`config.mk`:
```
export PLATFORM = sky130hd
export DESIGN_NAME = oven_cook_sequencer
export DESIGN_NICKNAME = d
export VERILOG_FILES = /design/src/rtl/oven_cook_sequencer.sv
export SDC_FILE = /design/constraint.sdc
export NUM_CORES = 1
export LEC_CHECK = 0
export CAP_MARGIN = 20
export CORE_UTILIZATION = 45
export CTS_CLUSTER_DIAMETER = 200
export DETAILED_ROUTE_END_ITERATION = 10
export PLACE_DENSITY = 0.83
export SYNTH_ARGS = -nofsm -noshare
export SYNTH_HDL_FRONTEND = slang
export SYNTH_SLANG_ARGS = --single-unit
```
`constraint.sdc`:
```
create_clock -name i_clk -period 7 [get_ports i_clk]
set_input_delay 1.4 -clock i_clk [delete_from_list [all_inputs] [get_ports i_clk]]
set_output_delay 1.4 -clock i_clk [all_outputs]
set_load 0.02 [all_outputs]
```
`src/rtl/oven_cook_sequencer.sv`:
```
// oven_cook_sequencer: sequences one bake cycle (preheat, timed cook, alarm) with heater hysteresis and fault handling
// Ports:
//   i_clk, i_rst_n          clock, synchronous active-low reset
//   i_tick_1hz              one-cycle pulse per second
//   i_start, i_cancel       start request / abort to IDLE
//   i_door_open             1 = door open
//   i_target_temp/time      requested temperature (°F) / cook time (s)
//   i_current_temp          sensor reading (°F)
//   o_heater_on, o_fan_on   relay drives
//   o_time_remaining        seconds left in the cook phase
//   o_state                 IDLE=0 PREHEAT=1 COOK=2 PAUSE=3 DONE=4 FAULT=5
//   o_preheat_done, o_alarm status / buzzer
module oven_cook_sequencer #(
    parameter int HYST       = 10,
    parameter int MAX_TEMP   = 550,
    parameter int ALARM_SECS = 5
) (
    input  logic        i_clk,
    input  logic        i_rst_n,
    input  logic        i_tick_1hz,
    input  logic        i_start,
    input  logic        i_cancel,
    input  logic        i_door_open,
    input  logic [9:0]  i_target_temp,
    input  logic [12:0] i_target_time,
    input  logic [9:0]  i_current_temp,
    output logic        o_heater_on,
    output logic        o_fan_on,
    output logic [12:0] o_time_remaining,
    output logic [2:0]  o_state,
    output logic        o_preheat_done,
    output logic        o_alarm
);
    localparam int AW = $clog2(ALARM_SECS + 1);
    typedef enum logic [2:0] {IDLE = 3'd0, PREHEAT = 3'd1, COOK = 3'd2, PAUSE = 3'd3, DONE = 3'd4, FAULT = 3'd5} state_t;
    state_t r_state, w_next, r_ret, w_ret;
    logic [9:0]    r_ttemp, w_ttemp;
    logic [12:0]   r_time, w_time;
    logic [AW-1:0] r_acnt, w_acnt;
    logic          r_heater, w_heater, r_fan, r_alarm, r_pd, w_pd;
    logic          w_over, w_cold;
    // The latched cook time lives in r_time: it is loaded on start and only counts down afterwards.
    always_comb begin
        w_over   = i_current_temp > 10'(MAX_TEMP);
        // Lower hysteresis edge saturates at 0; below that band only a 0 °F reading re-enables the heater.
        w_cold   = (r_ttemp >= 10'(HYST)) ? (i_current_temp < r_ttemp - 10'(HYST)) : (i_current_temp == 10'd0);
        w_next   = r_state;
        w_ret    = r_ret;
        w_ttemp  = r_ttemp;
        w_time   = r_time;
        w_acnt   = r_acnt;
        if (i_cancel && r_state != FAULT) begin
            w_next = IDLE;
            w_time = '0;
        end else begin
            case (r_state)
                IDLE: begin
                    w_time = i_target_time;
                    if (i_start && !i_door_open && i_target_time != '0) begin
                        w_next  = PREHEAT;
                        w_ttemp = i_target_temp;
                    end
                end
                PREHEAT: begin
                    if (w_over) w_next = FAULT;
                    else if (i_door_open) begin
                        w_next = PAUSE;
                        w_ret  = PREHEAT;
                    end else if (i_current_temp >= r_ttemp) w_next = COOK;
                end
                COOK: begin
                    if (w_over) w_next = FAULT;
                    else if (i_door_open) begin
                        w_next = PAUSE;
                        w_ret  = COOK;
                    end else if (i_tick_1hz && r_time != '0) begin
                        w_time = r_time - 13'd1;
                        w_acnt = '0;
                        if (r_time == 13'd1) w_next = DONE;
                    end
                end
                PAUSE: begin
                    if (w_over) w_next = FAULT;
                    else if (!i_door_open) w_next = r_ret;
                end
                DONE: begin
                    if (i_tick_1hz) begin
                        if (r_acnt == AW'(ALARM_SECS - 1)) w_next = IDLE;
                        else w_acnt = r_acnt + AW'(1);
                    end
                end
                FAULT: begin
                    if (i_cancel && !w_over) begin
                        w_next = IDLE;
                        w_time = '0;
                    end
                end
                default: w_next = IDLE;
            endcase
        end
        // Outputs are computed for the state being entered so they register alongside it.
        w_heater = (w_next == PREHEAT) ? 1'b1 :
                   (w_next != COOK) ? 1'b0 :
                   (i_current_temp >= r_ttemp) ? 1'b0 :
                   w_cold ? 1'b1 : r_heater;
        w_pd     = (w_next == IDLE) ? 1'b0 : (w_next == COOK) ? 1'b1 : r_pd;
    end
    always_ff @(posedge i_clk) begin
        if (!i_rst_n) begin
            r_state  <= IDLE;
            r_ret    <= IDLE;
            r_ttemp  <= '0;
            r_time   <= '0;
            r_acnt   <= '0;
            r_heater <= 1'b0;
            r_fan    <= 1'b0;
            r_alarm  <= 1'b0;
            r_pd     <= 1'b0;
        end else begin
            r_state  <= w_next;
            r_ret    <= w_ret;
            r_ttemp  <= w_ttemp;
            r_time   <= w_time;
            r_acnt   <= w_acnt;
            r_heater <= w_heater;
            r_fan    <= w_next == COOK || w_next == DONE || w_next == FAULT;
            r_alarm  <= w_next == DONE || w_next == FAULT;
            r_pd     <= w_pd;
        end
    end
    assign o_heater_on      = r_heater;
    assign o_fan_on         = r_fan;
    assign o_time_remaining = r_time;
    assign o_state          = r_state;
    assign o_preheat_done   = r_pd;
    assign o_alarm          = r_alarm;
endmodule

```
==> results.md <==
* Run status: completed
* First-pass GRT wire length at 11070 um
* Reg2Reg Capture Point: o_preheat_done
* Initial Util at 46.50%
* Row count at 27
* Die area at 5960 um^2
* Largest net degree at the start of global routing at 27
* Period utilization at 53.56%
* CTS tree: done
* VDD IR-drop max at 0.0001224 V
* Crit path from: i_current_temp[3]
* Cell count of the worst reg-to-reg path at 9
* Total routed wirelength at 6503 um
* Sequential fraction of design power at 43.1%
* FILL cells at 512
* Die X at 77.20 um
* Hold EP: r_ret[1]
* Top-count cell post-synth: nor2_1
* Synth Flop Type: dfxtp_1
* Post-Layout Cell Count at 439
* Worst skew pair latency at 0.29 ns
* Hold path startpoint: r_ret[1]
* ANT nets after route at 0
* Worst r2r src: r_ttemp[3]
* Vias in the first global route at 2387
* Largest area contributor in the netlist: dfxtp_1
* Clock skew at 0.004348 ns
* PwrDens at 153.9 nW/um^2
* EDFF count, synth at 0
* CP Data Arrival Time at 3.93 ns
* Crit Path Category: primary input to flop
* Synthesized flop and latch total at 35
* Die Y-Extent at 77.20 um
* Root buffer cell: clkbuf_8
* Sequential share of the synthesized area at 27.53%
* Total congestion overflow at 0
* Drt drc at 0
* Placed cell count at 431
* Clock Power Share at 30.2%
* Top post-synthesis cells by area: dfxtp_1 (28%), ha_1 (12%), nor2_1 (7.2%), mux2i_1 (4.3%), o21ai_0 (4.3%)
* Vias post-DR at 2532
* Min Hold Slack at 0.4975 ns
* Core area at 5473 um^2
* Top-area cell type share of the netlist area at 27.53%
* Switch share at 31.43%
* Final GP Congestion at 0.9101
* Max_slew headroom at 39.60%
* Hold Path Depth at 2
* CP Max Fanout at 4
* Port buffer count at 58
* GRT Total Usage at 22.81%
* Setup tns final at 0 ns
* Req. time, crit path at 7.19 ns
* Setup Viol. Count Final at 0
* Synthesized net count at 375
* Internal at 343.6 uW
* Clock slew at reported path FFs at 0.08 ns
* Worst-margin pin slew at 0.9027 ns
* Via/cell ratio at 5.768
* Fmax at 266.7 MHz
* P_sw at 157.5 uW
* Pins Over Slew Limit at 0
* Min Tclk post-route at 3.749 ns
* Flop-to-flop setup slack at 4.38 ns
* IO Count at 59
* Startpoint types: primary input
* Synth Cell Area at 2545 um^2
* PnR worst setup slack at 3.251 ns
* Post-synth top cells: nor2_1 (49), dfxtp_1 (35), ha_1 (25), o21ai_0 (22), inv_1 (19)
* RSZ-0062 raised after global routing: false
* Post-synth ARST share at 0%
* TritonCTS Buffers at 5
* Nets at 430
* DP Worst Slack at 2.979 ns
* Logic pwr share at 26.8%
* DP HPWL at 5054 um
* Post-Syn Instances at 311
* Number of distinct library cells after synthesis at 53
* Leak at 0.001321 uW
* Initial DRC count at 180
* Post-CTS setup buffers at 0
* Wire per inst at 14.81 um
* Max clock buf depth at 2
* Hold Fails Final Rpt at 0
* # H-tree levels at 2
* Area Growth Syn to Fin at 27.93%
* Critical Path End Type: flop
* Worst Hold Class: flop to flop
* Clock Sinks at 35
* YS warnings at 0
* TritonRoute pass-1 iters at 4
* Proportion of layout cells with a drive suffix above 1 at 4.905%
* # diodes at 0
* Initial antenna violation count at 0
* Post-CTS Hold Fix Bufs at 0
* Post-CTS resize count at 0
* Max Cap Violations at 0
* Mean post-synth cell area at 8.183 um^2
## per-stage QoR
stage	util, %	instance area (um^2)	power, uW
after floorplan	-	2545	300.5
after global placement	57.80	3163	349.9
after detailed placement	57.80	3163	353.2
after CTS	59.49	3256	503.8
after global routing	59.49	3256	531.1
final	59.49	3256	501.1
## per-layer routing
| layer | part of all wire (%) | wire (um) | GRT usage [%] | up-vias |
|---|---|---|---|---|
| met1 | 46 | 2987 | 30.09 | 1183 |
| met3 | 5.9 | 384 | 4.524 | 6 |
| li1 | - | - | - | 1259 |
| met4 | 0.75 | 49 | 5.283 | 0 |
| met5 | 0 | 0 | 0 | - |
| met2 | 47 | 3082 | 37.96 | 84 |
## worst max-delay path, cell delays in order
cell and delay (ns):
clkdlybuf4s50_1 0.47, ha_1 0.33, a211o_1 0.26, a21oi_1 0.11
o21ai_0 0.11, a221oi_1 0.57, a211oi_1 0.26, and2_1 0.23
a32o_1 0.20
## cell families after synthesis
kind of cell               after synthesis  share of synthesized area, %
buffers and inverters                   30                         5.015
and+or+nand+nor                        113                         22.66
muxes                                   11                         4.327
xor gates and xnor gates                12                         4.130
DFF                                     35                         27.53
adders and majority gates               25                         12.29
AOI/OAI and AO/OA                       85                         24.04
## cell type report
cell class | count | area, um^2 | share of cell area [%]
clock buffers | 5 | 68.82 | 2.114
clock inverters | 3 | 23.77 | 0.7302
inverters | 20 | 75.07 | 2.306
multi-input cells | 246 | 1717 | 52.73
flip-flops and latches | 35 | 700.7 | 21.52
well taps | 72 | 90.09 | 2.767
repair buffers | 58 | 580.6 | 17.83
## power by group through the flow
stage	Clock, uW	Sequential, uW	Combinational (uW)
after floorplan	0	223	77.5
after global placement	0	220	130
after detailed placement	0	220	133
after CTS	154	216	134
after global routing	165	217	149
final	151	216	134
## worst max path at each step
stage	endpoint	slack (ns)	cells after the start
after floorplan	o_preheat_done	3.79	8
after global placement	o_preheat_done	3.01	9
after detailed placement	o_preheat_done	2.98	9
after CTS	o_preheat_done	3.29	9
after global routing	o_time_remaining[4]	3.13	8
final	o_preheat_done	3.25	9
## flip-flops by register name (all words and copies together) (netlist names)
| signal | flops |
|---|---|
| o_preheat_done | 1 |
| r_ttemp | 10 |
| r_ret | 2 |
| o_heater_on | 1 |
| o_state | 3 |
| r_acnt | 3 |
| o_fan_on | 1 |
| o_time_remaining | 13 |
| o_alarm | 1 |
## layout by cell type, fill, tap and decap left out, drive strengths merged, types with 3 or more instances in the layout
master / Yosys / layout
a211oi: 11 / 11
a21o: 6 / 6
a21oi: 11 / 11
a22oi: 11 / 11
a31oi: 5 / 5
clkbuf: 8 / 5
clkdlybuf4s50: 0 / 58
dfxtp: 35 / 35
ha: 25 / 25
inv: 19 / 20
mux2i: 11 / 11
nand2: 15 / 15
nand2b: 4 / 4
nand3: 4 / 4
nand4: 4 / 4
nor2: 49 / 49
nor3: 10 / 10
nor3b: 3 / 3
nor4: 7 / 7
o21ai: 23 / 23
or4: 3 / 3
xnor2: 6 / 6
xor2: 6 / 6
(Power assumes the default switching activity.)
